===== src/rtl/viterbi_frame_ctrl.sv =====
`default_nettype none
// ============================================================================
//  Module   : viterbi_frame_ctrl
//  Purpose  : Frame sequencer for the rate-1/2 Viterbi decoder. It feeds symbol
//             pairs to BMC/ACS, writes the survivors, then runs the traceback.
//  Revision : 1.0 - initial release
// ============================================================================
module viterbi_frame_ctrl #(
  parameter int FRAME_LEN = 16,
  parameter int ADDR_W    = 4
) (
  input  logic              clk,
  input  logic              rst_n,
  input  logic              start,
  input  logic              abort,
  input  logic              in_valid,
  output logic              in_ready,
  input  logic [1:0]        rx_pair,
  output logic [1:0]        bmc_pair,
  output logic              acs_en,
  output logic              acs_init,
  output logic              mem_wr_en,
  output logic [ADDR_W-1:0] mem_addr,
  output logic              tb_en,
  output logic              tb_start,
  output logic              busy,
  output logic              frame_done
);

  localparam logic [ADDR_W-1:0] c_last = ADDR_W'(FRAME_LEN - 1);
  localparam logic [ADDR_W-1:0] c_one  = ADDR_W'(1);
  localparam logic [ADDR_W-1:0] c_zero = '0;

  typedef enum logic [2:0] {
    S_IDLE   = 3'd0,
    S_ACCEPT = 3'd1,
    S_DRAIN  = 3'd2,
    S_TRACE  = 3'd3,
    S_DONE   = 3'd4
  } state_t;

  state_t              r_state;
  state_t              w_state_nxt;
  logic [ADDR_W-1:0]   r_cnt;
  logic [ADDR_W-1:0]   w_cnt_nxt;

  logic [1:0]          r_bmc_pair;
  logic                r_acs_en;
  logic                r_acs_init;
  logic                r_mem_wr_en;
  logic [ADDR_W-1:0]   r_mem_addr;
  logic                r_tb_en;
  logic                r_tb_start;
  logic                r_busy;
  logic                r_frame_done;

  logic [1:0]          w_bmc_pair;
  logic                w_acs_en;
  logic                w_acs_init;
  logic                w_mem_wr_en;
  logic [ADDR_W-1:0]   w_mem_addr;
  logic                w_tb_en;
  logic                w_tb_start;
  logic                w_busy;
  logic                w_frame_done;

  // Every output except in_ready is the registered image of the next-state
  // decode, so strobes line up with the state they belong to.
  always_ff @(posedge clk or negedge rst_n) begin
    if (!rst_n) begin
      r_state      <= S_IDLE;
      r_cnt        <= c_zero;
      r_bmc_pair   <= 2'b00;
      r_acs_en     <= 1'b0;
      r_acs_init   <= 1'b0;
      r_mem_wr_en  <= 1'b0;
      r_mem_addr   <= c_zero;
      r_tb_en      <= 1'b0;
      r_tb_start   <= 1'b0;
      r_busy       <= 1'b0;
      r_frame_done <= 1'b0;
    end else begin
      r_state      <= w_state_nxt;
      r_cnt        <= w_cnt_nxt;
      r_bmc_pair   <= w_bmc_pair;
      r_acs_en     <= w_acs_en;
      r_acs_init   <= w_acs_init;
      r_mem_wr_en  <= w_mem_wr_en;
      r_mem_addr   <= w_mem_addr;
      r_tb_en      <= w_tb_en;
      r_tb_start   <= w_tb_start;
      r_busy       <= w_busy;
      r_frame_done <= w_frame_done;
    end
  end

  always_comb begin
    w_state_nxt  = r_state;
    w_cnt_nxt    = r_cnt;
    w_bmc_pair   = r_bmc_pair;
    w_mem_addr   = r_mem_addr;
    w_acs_en     = 1'b0;
    w_acs_init   = 1'b0;
    w_mem_wr_en  = 1'b0;
    w_tb_en      = 1'b0;
    w_tb_start   = 1'b0;
    w_frame_done = 1'b0;

    // Abort outranks start and any accept presented in the same cycle.
    if (abort && (r_state != S_IDLE)) begin
      w_state_nxt = S_IDLE;
      w_cnt_nxt   = c_zero;
      w_mem_addr  = c_zero;
    end else begin
      unique case (r_state)
        S_IDLE: begin
          if (start) begin
            w_state_nxt = S_ACCEPT;
            w_cnt_nxt   = c_zero;
          end
        end
        S_ACCEPT: begin
          if (in_valid) begin
            w_bmc_pair  = rx_pair;
            w_acs_en    = 1'b1;
            w_mem_wr_en = 1'b1;
            w_acs_init  = (r_cnt == c_zero);
            w_mem_addr  = r_cnt;
            if (r_cnt == c_last) begin
              w_state_nxt = S_DRAIN;
            end else begin
              w_cnt_nxt = r_cnt + c_one;
            end
          end
        end
        S_DRAIN: begin
          w_state_nxt = S_TRACE;
          w_cnt_nxt   = c_last;
          w_tb_en     = 1'b1;
          w_tb_start  = 1'b1;
          w_mem_addr  = c_last;
        end
        S_TRACE: begin
          // r_cnt mirrors the address currently being traced back.
          if (r_cnt == c_zero) begin
            w_state_nxt  = S_DONE;
            w_frame_done = 1'b1;
          end else begin
            w_cnt_nxt  = r_cnt - c_one;
            w_tb_en    = 1'b1;
            w_mem_addr = r_cnt - c_one;
          end
        end
        S_DONE: begin
          w_state_nxt = S_IDLE;
          w_cnt_nxt   = c_zero;
        end
        default: begin
          w_state_nxt = S_IDLE;
          w_cnt_nxt   = c_zero;
          w_mem_addr  = c_zero;
        end
      endcase
    end

    w_busy = (w_state_nxt != S_IDLE);
  end

  assign in_ready   = (r_state == S_ACCEPT);
  assign bmc_pair   = r_bmc_pair;
  assign acs_en     = r_acs_en;
  assign acs_init   = r_acs_init;
  assign mem_wr_en  = r_mem_wr_en;
  assign mem_addr   = r_mem_addr;
  assign tb_en      = r_tb_en;
  assign tb_start   = r_tb_start;
  assign busy       = r_busy;
  assign frame_done = r_frame_done;

endmodule
`default_nettype wire


===== config.mk =====
export PLATFORM = sky130hd
export DESIGN_NAME = viterbi_frame_ctrl
export DESIGN_NICKNAME = d
export VERILOG_FILES = /design/src/rtl/viterbi_frame_ctrl.sv
export SDC_FILE = /design/constraint.sdc
export NUM_CORES = 1
export LEC_CHECK = 0
export BUFFER_PORTS_ARGS = -buffer_cell sky130_fd_sc_hd__buf_2
export CAP_MARGIN = 20
export CORE_MARGIN = 10
export CORE_UTILIZATION = 53
export DETAILED_ROUTE_END_ITERATION = 6
export PLACE_DENSITY_LB_ADDON = 0.3
export SYNTH_ARGS = -nofsm -noshare
export SYNTH_HDL_FRONTEND = slang
export SYNTH_SLANG_ARGS = --single-unit

===== constraint.sdc =====
create_clock -name clk -period 2.3 [get_ports clk]
set_input_delay 0.46 -clock clk [delete_from_list [all_inputs] [get_ports clk]]
set_output_delay 0.46 -clock clk [all_outputs]
set_load 0.02 [all_outputs]

==> impl_results.md, run 1 <==
* Vias in the first global route at 853
* Slowest cell on the critical path: sky130_fd_sc_hd__dfrtp_1
* Die Area at approximately 0.0042 mm²
* DRC violation total after the first TritonRoute iteration at 29
* Flops & latches, synth at 19
* Netlist area before placement at approximately 0.0011 mm²
* Primary FF master, synth: sky130_fd_sc_hd__dfrtp_1
* Final setup violation count at 0
* TritonCTS clock tree: done
* Wire length of the first global-routing pass at around 3900 µm
* Number of buffers inserted by post-CTS setup repair at 0
* Antenna violations before repair at 0
* Level count of the clock H-tree at 1
* Input/output buffers at 20
* Horizontal extent of the die at 64.8 µm
* Crit path kind: reg -> reg
* Worst IR drop on VDD at 0.313 mV
* Number of hold violations in the final report at 0
* Signal arrival time at the worst endpoint at 2240 ps
* Starting Density at 0.548
* Insertion delay of the later-clocked pin in the worst-skew pair at 280 ps
* Worst slew margin relative to its limit at 0.668
* Class of the tightest hold or removal check: in -> async
* Post-route setup TNS at 0 ps
* Vias at 842
* Endpoint class of the critical path: flip-flop
* Count of nets left with antenna violations after detail routing at 0
* Total stage count of the critical path at 6
* Most frequent cells in the layout: sky130_fd_sc_hd__buf_2 (20), sky130_fd_sc_hd__dfrtp_1 (19), sky130_fd_sc_hd__nand2_1 (9)
* PwrDens at between 600 and 700 mW/mm²
* Layout cell share with drive strength beyond 1 at 0.292
* HPWL Detailed at around 1700 µm
* Largest net degree at the start of global routing at 20
* Total clock buffers created by CTS at 3
* Run status: finished clean
* Async set-reset flop share out of synthesis at 1.00
* CTS resizes at 0
* Sum of routed wire length over all layers at between 2000 and 2500 µm
* Total number of placement rows at 16
* Share of the yosys chip area belonging to registers at 0.447
* Diodes inserted at 0
* Fmax at between 400 and 500 MHz
* First-pass iteration count of the detailed router at 4
* Crit path time final at about 2100 ps
* Sum of internal, switching and leakage power at roughly 800 µW
* Category of cells accounting for the largest share of critical-path delay: simple AND/OR/NAND/NOR gates
* Largest buffer count on any clock path at 2
* R2R depth at 6
* Area growth from synthesis to layout at 12.0%
* Core region area at around 0.0019 mm²
* Overflow left after global routing at 0
* Final slew viol count at 0
* Clock sink count at 19
* Unrepaired setup endpoints after global routing: false
* Worst path required time at between 2000 and 2500 ps
* Overall Global Routing Usage at 0.113
* Top area cells in the synthesized netlist: sky130_fd_sc_hd__dfrtp_1 (45%), sky130_fd_sc_hd__mux2_4 (4.2%), sky130_fd_sc_hd__nand2_1 (3.2%), sky130_fd_sc_hd__nor2_1 (2.8%), sky130_fd_sc_hd__a22o_1 (2.5%)
* Startpoint Class: flip-flop
* DR WL/cell at 15.0 µm
* Remaining design rule violation count at 0
* Total number of yosys warnings at 0
* Top cell type by total area after synthesis: sky130_fd_sc_hd__dfrtp_1
* Crit path max fanout at 8
* Leakage power figure at between 0.5 and 0.6 nW
* Hold-fix buffers at CTS at 0
* Top cell type's share of synthesized area at 0.447
* Clock input transition at the sequential cells of the worst setup and hold paths at approximately 100 ps
* Post-layout nets at 130
* Mapped Cells at between 100 and 150
* Leading cell type in the layout, fill and taps excluded: sky130_fd_sc_hd__buf_2
* I/O pin cnt at 21
* Vertical extent of the die at between 60 and 70 µm
* Unique cell type count in the Yosys netlist at 39
* Worst path cell trace: inv_1, ha_1, nor4bb_4, and3_4, nor3_2, mux2_4
* Slew at the pin closest to its max-slew limit at between 400 and 500 ps
* Clock root buffer: sky130_fd_sc_hd__clkbuf_4
* Fraction of the cycle the final worst path needs at 0.900
* Worst stage delay on the critical path at ~480 ps
* CP bufs+invs at 1
* Weighted congestion reported at the end of routability-driven placement at between 0.9 and 1
* End-of-flow core utilization at 0.613
* Total nets after synthesis at 111
* Number of max-cap violations at 0
* Post-Syn Area per Cell at 10.4 µm²
* Number of enable flip-flop cells after synthesis at 0
* Post-DR vias/cell at 5.73
* Clock Skew at 1.54 ps
==> final cells by class <==
cell class	instances	area, µm²
Timing Repair Buffer	21	108
Tap cell	27	33.8
Multi-Input combinational cell	73	537
Clock buffer	4	26.3
Fill cell	185	751
Inverter	3	11.3
Sequential cell	19	475
==> synthesized netlist by cell type (all sizes together) (3+ instances only) <==
master and count:
nor2 9, o31ai 3, xor2 3, o21ai 5
dfrtp 19, and3 4, mux2 5, buf 6
inv 3, nand2 9, a21oi 5, nand3 3
a22o 3
==> power breakdown <==
part	switching [mW]	internal (mW)	total (mW)
logic	0.138	0.104	0.241
registers	0.0366	0.364	0.400
clock network	0.0896	0.0671	0.157
==> state kept, by name, summed over array words and instances, names as in the netlist <==
| name | flops |
|---|---|
| mem_addr | 4 |
| r_cnt | 4 |
| mem_wr_en | 1 |
| tb_en | 1 |
| bmc_pair | 2 |
| acs_init | 1 |
| r_state | 3 |
| busy | 1 |
| tb_start | 1 |
| frame_done | 1 |
==> routing by layer <==
metal	wire, µm	global-route usage	part of all wire
met5	0	0	0
met4	16	0.0455	0.0072
met3	170	0.0361	0.077
met2	1090	0.188	0.49
met1	930	0.132	0.42
==> kinds of logic after synthesis <==
group,count (synthesis),share of synthesized area
AND/OR/NAND/NOR,36,0.201
multiplexers,6,0.0729
AO/OA/AOI/OAI,25,0.174
XOR/XNOR,4,0.0329
adder cells (fa/ha/maj),2,0.0235
flip-flops,19,0.447
buffers and inverters,10,0.0482
==> worst reg2reg max path, stage by stage (launching register included) <==
cell	delay [ps]
sky130_fd_sc_hd__dfrtp_1	480
sky130_fd_sc_hd__inv_1	110
sky130_fd_sc_hd__ha_1	270
sky130_fd_sc_hd__nor4bb_4	200
sky130_fd_sc_hd__and3_4	230
sky130_fd_sc_hd__nor3_2	350
sky130_fd_sc_hd__mux2_4	330
==> path summary, 6_finish.rpt <==
| check | start | endpoint | slack (ps) |
|---|---|---|---|
| max | r_cnt[0]$_DFFE_PN0P_ | r_cnt[1]$_DFFE_PN0P_ | 230 |
| min | rst_n | bmc_pair[1]$_DFFE_PN0P_ | 100 |
| max reg2reg | r_cnt[0]$_DFFE_PN0P_ | r_cnt[1]$_DFFE_PN0P_ | 230 |
| min reg2reg | bmc_pair[0]$_DFFE_PN0P_ | bmc_pair[0]$_DFFE_PN0P_ | 490 |
| max in group asynchronous | rst_n | mem_addr[1]$_DFFE_PN0P_ | 1910 |
| min in group clk | rx_pair[1] | bmc_pair[1]$_DFFE_PN0P_ | 390 |
==> per-stage QoR <==
| stage | cell area (µm²) | setup WS (ps) | hold slack, ps | std cells |
|---|---|---|---|---|
| 2_1_floorplan | 1060 | 433 | 164 | 102 |
| 3_3_place_gp | 1160 | 312 | 414 | 143 |
| 3_5_place_dp | 1160 | 254 | 420 | 143 |
| 4_1_cts | 1190 | 233 | 107 | 147 |
| 5_1_grt | 1190 | 84.7 | 117 | 147 |
| 6_report | 1190 | 230 | 98.3 | 147 |
Note: power is estimated with default switching activity, not from simulation.
==> inputs of run 2 (changes only) <==
- BUFFER_PORTS_ARGS: -buffer_cell sky130_fd_sc_hd__buf_2 -> -buffer_cell sky130_fd_sc_hd__buf_4
==> run 2 against run 1 <==
Against the previous run: wire length up 5.5%; clock skew down 0.76 ps; highest routed layer unchanged; register-to-register slack worse by 20 ps; sequential power about the same; critical endpoint unchanged; critical path type unchanged; via count up 1.4%; clock power up 5%.
==> impl_results.md, run 2 (synthesis gave the netlist of run 1 again) <==
* Run status: finished clean
* Slew at the pin closest to its max-slew limit at about 500 ps
* Post-place setup slack at roughly 240 ps
* Clock root buffer: sky130_fd_sc_hd__clkbuf_4
* R2R Path Start: r_cnt[0]$_DFFE_PN0P_
* PwrDens at between 600 and 700 mW/mm²
* HPWL Detailed at 1770 µm
* Diodes inserted at 0
* Total number of placement rows at 16
* TritonCTS clock tree: done
* Overflow left after global routing at 0
* Category of cells accounting for the largest share of critical-path delay: simple AND/OR/NAND/NOR gates
* Area of the multi-input gates at between 500 and 600 µm²
* End-of-flow core utilization at 0.639
* R2R depth at 6
* Die Area at between 0.004 and 0.005 mm²
* Fraction of the cycle the final worst path needs at 0.910
* Least setup slack across all paths after layout at about 210 ps
* Signal arrival time at the worst endpoint at roughly 2300 ps
* Horizontal extent of the die at between 60 and 70 µm
* Final slew viol count at 0
* Hold-fix buffers at CTS at 0
* Weighted congestion reported at the end of routability-driven placement at 0.874
* Largest buffer count on any clock path at 2
* DR WL/cell at around 16 µm
* Worst stage delay on the critical path at ~470 ps
* CTS resizes at 0
* Post-DR vias/cell at roughly 5.8
* I/O pin cnt at 21
* Vertical extent of the die at about 65 µm
* Final setup violation count at 0
* Post-layout nets at 130
* Unrepaired setup endpoints after global routing: false
* Leading cell type in the layout, fill and taps excluded: sky130_fd_sc_hd__buf_4
* Worst slew margin relative to its limit at 0.657
* Sum of internal, switching and leakage power at a little over 800 µW
* Sequential cell area at approximately 480 µm²
* Placed instance area at approximately 0.0012 mm²
* Clock input transition at the sequential cells of the worst setup and hold paths at roughly 100 ps
* Number of max-cap violations at 0
* Endpoint class of the critical path: flip-flop
* Total clock buffers created by CTS at 3
* Overall Global Routing Usage at 0.117
* Crit path time final at 2090 ps
* Worst path cell trace: inv_1, ha_1, nor4bb_4, and3_4, nor3_2, mux2_4
* CP bufs+invs at 1
* Clock sink count at 19
* Worst path required time at ~2500 ps
* Destination of the critical timing path: r_cnt[1]$_DFFE_PN0P_
* Area growth from synthesis to layout at 16.7%
* Insertion delay of the later-clocked pin in the worst-skew pair at 290 ps
* Crit path max fanout at 8
* Vias in the first global route at around 820
* Starting Density at 0.548
* Remaining design rule violation count at 0
* Largest net degree at the start of global routing at 20
* Core region area at ~0.0019 mm²
* Wire length of the first global-routing pass at 3970 µm
* Level count of the clock H-tree at 1
* Capture point of the worst reg-to-reg path: r_cnt[1]$_DFFE_PN0P_
* Antenna violations before repair at 0
* Sum of routed wire length over all layers at 2330 µm
* Critical path startpoint: r_cnt[0]$_DFFE_PN0P_
* Number of buffers inserted by post-CTS setup repair at 0
* Slack of the worst reg-to-reg path at a little over 200 ps
* Post-route setup TNS at 0 ps
* Slowest cell on the critical path: sky130_fd_sc_hd__dfrtp_1
* Leakage power figure at 0.597 nW
* Count of nets left with antenna violations after detail routing at 0
* Vias at 854
* Crit path kind: reg -> reg
* Fmax at 478 MHz
* Number of hold violations in the final report at 0
* Total stage count of the critical path at 6
* First-pass iteration count of the detailed router at 4
* Input/output buffers at 20
* Layout cell share with drive strength beyond 1 at 0.292
* Area of all placed cells without fillers at about 0.0012 mm²
* Most frequent cells in the layout: sky130_fd_sc_hd__buf_4 (21), sky130_fd_sc_hd__dfrtp_1 (19), sky130_fd_sc_hd__nand2_1 (9)
* Worst IR drop on VDD at around 0.5 mV
* Startpoint Class: flip-flop
* DRC violation total after the first TritonRoute iteration at 27
* Fill cell total of the finished layout at 170
* Clock Skew at between 0.7 and 0.8 ps
* Class of the tightest hold or removal check: in -> async
[run 2: cell types whose count changed in the layout (fill, tap and decap cells not counted)]
cell / delta
sky130_fd_sc_hd__buf_2: -20
sky130_fd_sc_hd__buf_4: +20
[run 2: area by class of cell]
cell class | count | area share
multi-input combinational | 73 | 0.432
clock buffer | 4 | 0.0212
sequential | 19 | 0.383
inverter | 3 | 0.00907
timing repair buffer | 21 | 0.127
tap | 27 | 0.0272
[run 2: per-stage QoR]
step,hold slack [ps],std cells
floorplan,164,102
global placement,343,143
detailed placement,346,143
CTS,25.7,147
global route,17.7,147
finish,14.3,147
[run 2: worst min-delay path by stage]
stage,from,slack [ps],endpoint,cells past startpoint
6_report,rst_n,10,bmc_pair[1]$_DFFE_PN0P_,1
5_1_grt,rst_n,20,bmc_pair[1]$_DFFE_PN0P_,1
4_1_cts,rst_n,30,r_state[0]$_DFF_PN0_,1
3_5_place_dp,rst_n,350,bmc_pair[1]$_DFFE_PN0P_,1
3_3_place_gp,rst_n,340,mem_wr_en$_DFF_PN0_,1
2_1_floorplan,rst_n,160,acs_init$_DFF_PN0_,0
[run 2: routing by layer]
metal / vias to the layer above / GRT usage / share of wire
met2: 23 / 0.183 / 0.49
met3: 5 / 0.0309 / 0.060
met1: 422 / 0.147 / 0.43
met5: - / 0 / 0
li1: 404 / - / -
met4: 0 / 0.0481 / 0.016
[run 2: power breakdown]
group / leakage (nW) / switching [mW] / internal (mW)
Clock: 0.0150 / 0.0978 / 0.0676
Sequential: 0.254 / 0.0386 / 0.364
Combinational: 0.328 / 0.137 / 0.120
Total: 0.597 / 0.274 / 0.551
==> inputs of run 3 (changes only) <==
==> constraint.sdc (replaced) <==
create_clock -name clk -period 2.3 [get_ports clk]
set_input_delay 0.115 -clock clk [delete_from_list [all_inputs] [get_ports clk]]
set_output_delay 0.115 -clock clk [all_outputs]
set_load 0.02 [all_outputs]
==> run 3 against run 2 <==
Against the previous run: combinational power is essentially flat; cell area grew 0.81%; setup slack is the same; critical endpoint unchanged.
==> impl_results.md, run 3 (synthesis gave the netlist of run 1 again) <==
* HPWL Detailed at 1770 µm
* Final slew viol count at 0
* Core region area at approximately 0.0019 mm²
* Post-route setup TNS at 0 ps
* Level count of the clock H-tree at 1
* Count of nets left with antenna violations after detail routing at 0
* Clock root buffer: sky130_fd_sc_hd__clkbuf_4
* Slew at the pin closest to its max-slew limit at between 500 and 600 ps
* Crit path max fanout at 8
* Insertion delay of the later-clocked pin in the worst-skew pair at between 200 and 300 ps
* Remaining design rule violation count at 0
* Vias in the first global route at 830
* Area growth from synthesis to layout at 17.6%
* Worst slew margin relative to its limit at 0.657
* R2R depth at 6
* Worst path cell trace: inv_1, ha_1, nor4bb_4, and3_4, nor3_2, mux2_4
* Hold Path Stages at 2
* Run status: finished clean
* Input/output buffers at 20
* Largest buffer count on any clock path at 2
* Post-DR vias/cell at ~5.8
* Final hold slack at between 30 and 40 ps
* Clock Skew at 0.787 ps
* Vertical extent of the die at ~65 µm
* Startpoint Class: flip-flop
* Class of the tightest hold or removal check: in -> reg
* Diodes inserted at 0
* Starting Density at 0.548
* Post-place setup slack at 239 ps
* End-of-flow core utilization at 0.644
* Weighted congestion reported at the end of routability-driven placement at 0.874
* Crit path time final at about 2100 ps
* Leading cell type in the layout, fill and taps excluded: sky130_fd_sc_hd__buf_4
* First-pass iteration count of the detailed router at 4
* Horizontal extent of the die at between 60 and 70 µm
* Number of buffers inserted by post-CTS setup repair at 0
* Leakage power figure at 0.601 nW
* PwrDens at 660 mW/mm²
* Least setup slack across all paths after layout at a little over 200 ps
* Signal arrival time at the worst endpoint at between 2000 and 2500 ps
* CTS resizes at 0
* Clock input transition at the sequential cells of the worst setup and hold paths at around 100 ps
* Total number of placement rows at 16
* Placed instance area at 0.00121 mm²
* Met3 routing resource usage after global routing at 0.0292
* Largest net degree at the start of global routing at 20
* TritonCTS clock tree: done
* Worst stage delay on the critical path at 470 ps
* DRC violation total after the first TritonRoute iteration at 30
* Sum of routed wire length over all layers at 2360 µm
* Most frequent cells in the layout: sky130_fd_sc_hd__buf_4 (21), sky130_fd_sc_hd__dfrtp_1 (19), sky130_fd_sc_hd__nand2_1 (9)
* Post-layout nets at between 100 and 150
* Clock sink count at 19
* Worst IR drop on VDD at about 0.49 mV
* Worst path required time at about 2500 ps
* Fmax at between 400 and 500 MHz
* Vias at roughly 860
* Layout cell share with drive strength beyond 1 at 0.289
* CP bufs+invs at 1
* Overall Global Routing Usage at 0.117
* Final setup violation count at 0
* GR Util met1 at 0.148
* Wire length of the first global-routing pass at 4000 µm
* I/O pin cnt at 21
* Overflow left after global routing at 0
* Fraction of the cycle the final worst path needs at 0.910
* Category of cells accounting for the largest share of critical-path delay: simple AND/OR/NAND/NOR gates
* Area of all placed cells without fillers at between 0.001 and 0.0015 mm²
* Total clock buffers created by CTS at 3
* Total stage count of the critical path at 6
* Number of max-cap violations at 0
* Crit path kind: reg -> reg
* DR WL/cell at between 15 and 20 µm
* Number of hold violations in the final report at 0
* Global routing met2 resource utilization at 0.186
* Slowest cell on the critical path: sky130_fd_sc_hd__dfrtp_1
* Antenna violations before repair at 0
* Endpoint class of the critical path: flip-flop
* Busiest grt layer: met2
* Die Area at 0.00420 mm²
* Unrepaired setup endpoints after global routing: false
==> run 3: cell types whose count changed in the layout (fill, tap and decap cells not counted) <==
cell	previous run	this run
sky130_fd_sc_hd__dlygate4sd3_1	0	1
==> run 3: stage by stage <==
step | power [mW] | instances
2_1_floorplan | 0.581 | 102
3_3_place_gp | 0.659 | 143
3_5_place_dp | 0.669 | 143
4_1_cts | 0.830 | 148
5_1_grt | 0.879 | 148
6_report | 0.826 | 148
==> run 3: worst paths after layout <==
| path | start | endpoint | slack [ps] |
|---|---|---|---|
| worst max-delay path | r_cnt[0]$_DFFE_PN0P_ | r_cnt[1]$_DFFE_PN0P_ | 210 |
| worst min-delay path | rx_pair[1] | bmc_pair[1]$_DFFE_PN0P_ | 30 |
| worst max register to register | r_cnt[0]$_DFFE_PN0P_ | r_cnt[1]$_DFFE_PN0P_ | 210 |
| worst min register to register | bmc_pair[0]$_DFFE_PN0P_ | bmc_pair[0]$_DFFE_PN0P_ | 500 |
| max in group asynchronous | rst_n | mem_addr[2]$_DFFE_PN0P_ | 1880 |
| min in group asynchronous | rst_n | bmc_pair[1]$_DFFE_PN0P_ | 230 |
==> run 3: area by class of cell <==
type	instances	area, µm²
clock buffer	4	26.3
fill	169	691
inverter	3	11.3
multi-input combinational	73	537
sequential	19	475
tap	27	33.8
timing repair buffer	22	168
==> run 3: timing repair <==
item,in CTS,in global routing
hold buffers,1,0
hold endpoints to repair,19,0
endpoints found under the setup margin,0,0
==> run 3: power breakdown <==
group          internal, mW  total (mW)  switching, mW
Clock                0.0676       0.165         0.0978
Sequential            0.364       0.402         0.0386
Combinational         0.121       0.259          0.138
==> run 3: layer usage <==
layer,wire (µm),up-vias
met5,0,-
met4,38,0
met3,126,5
met2,1170,23
met1,1020,424
li1,-,406
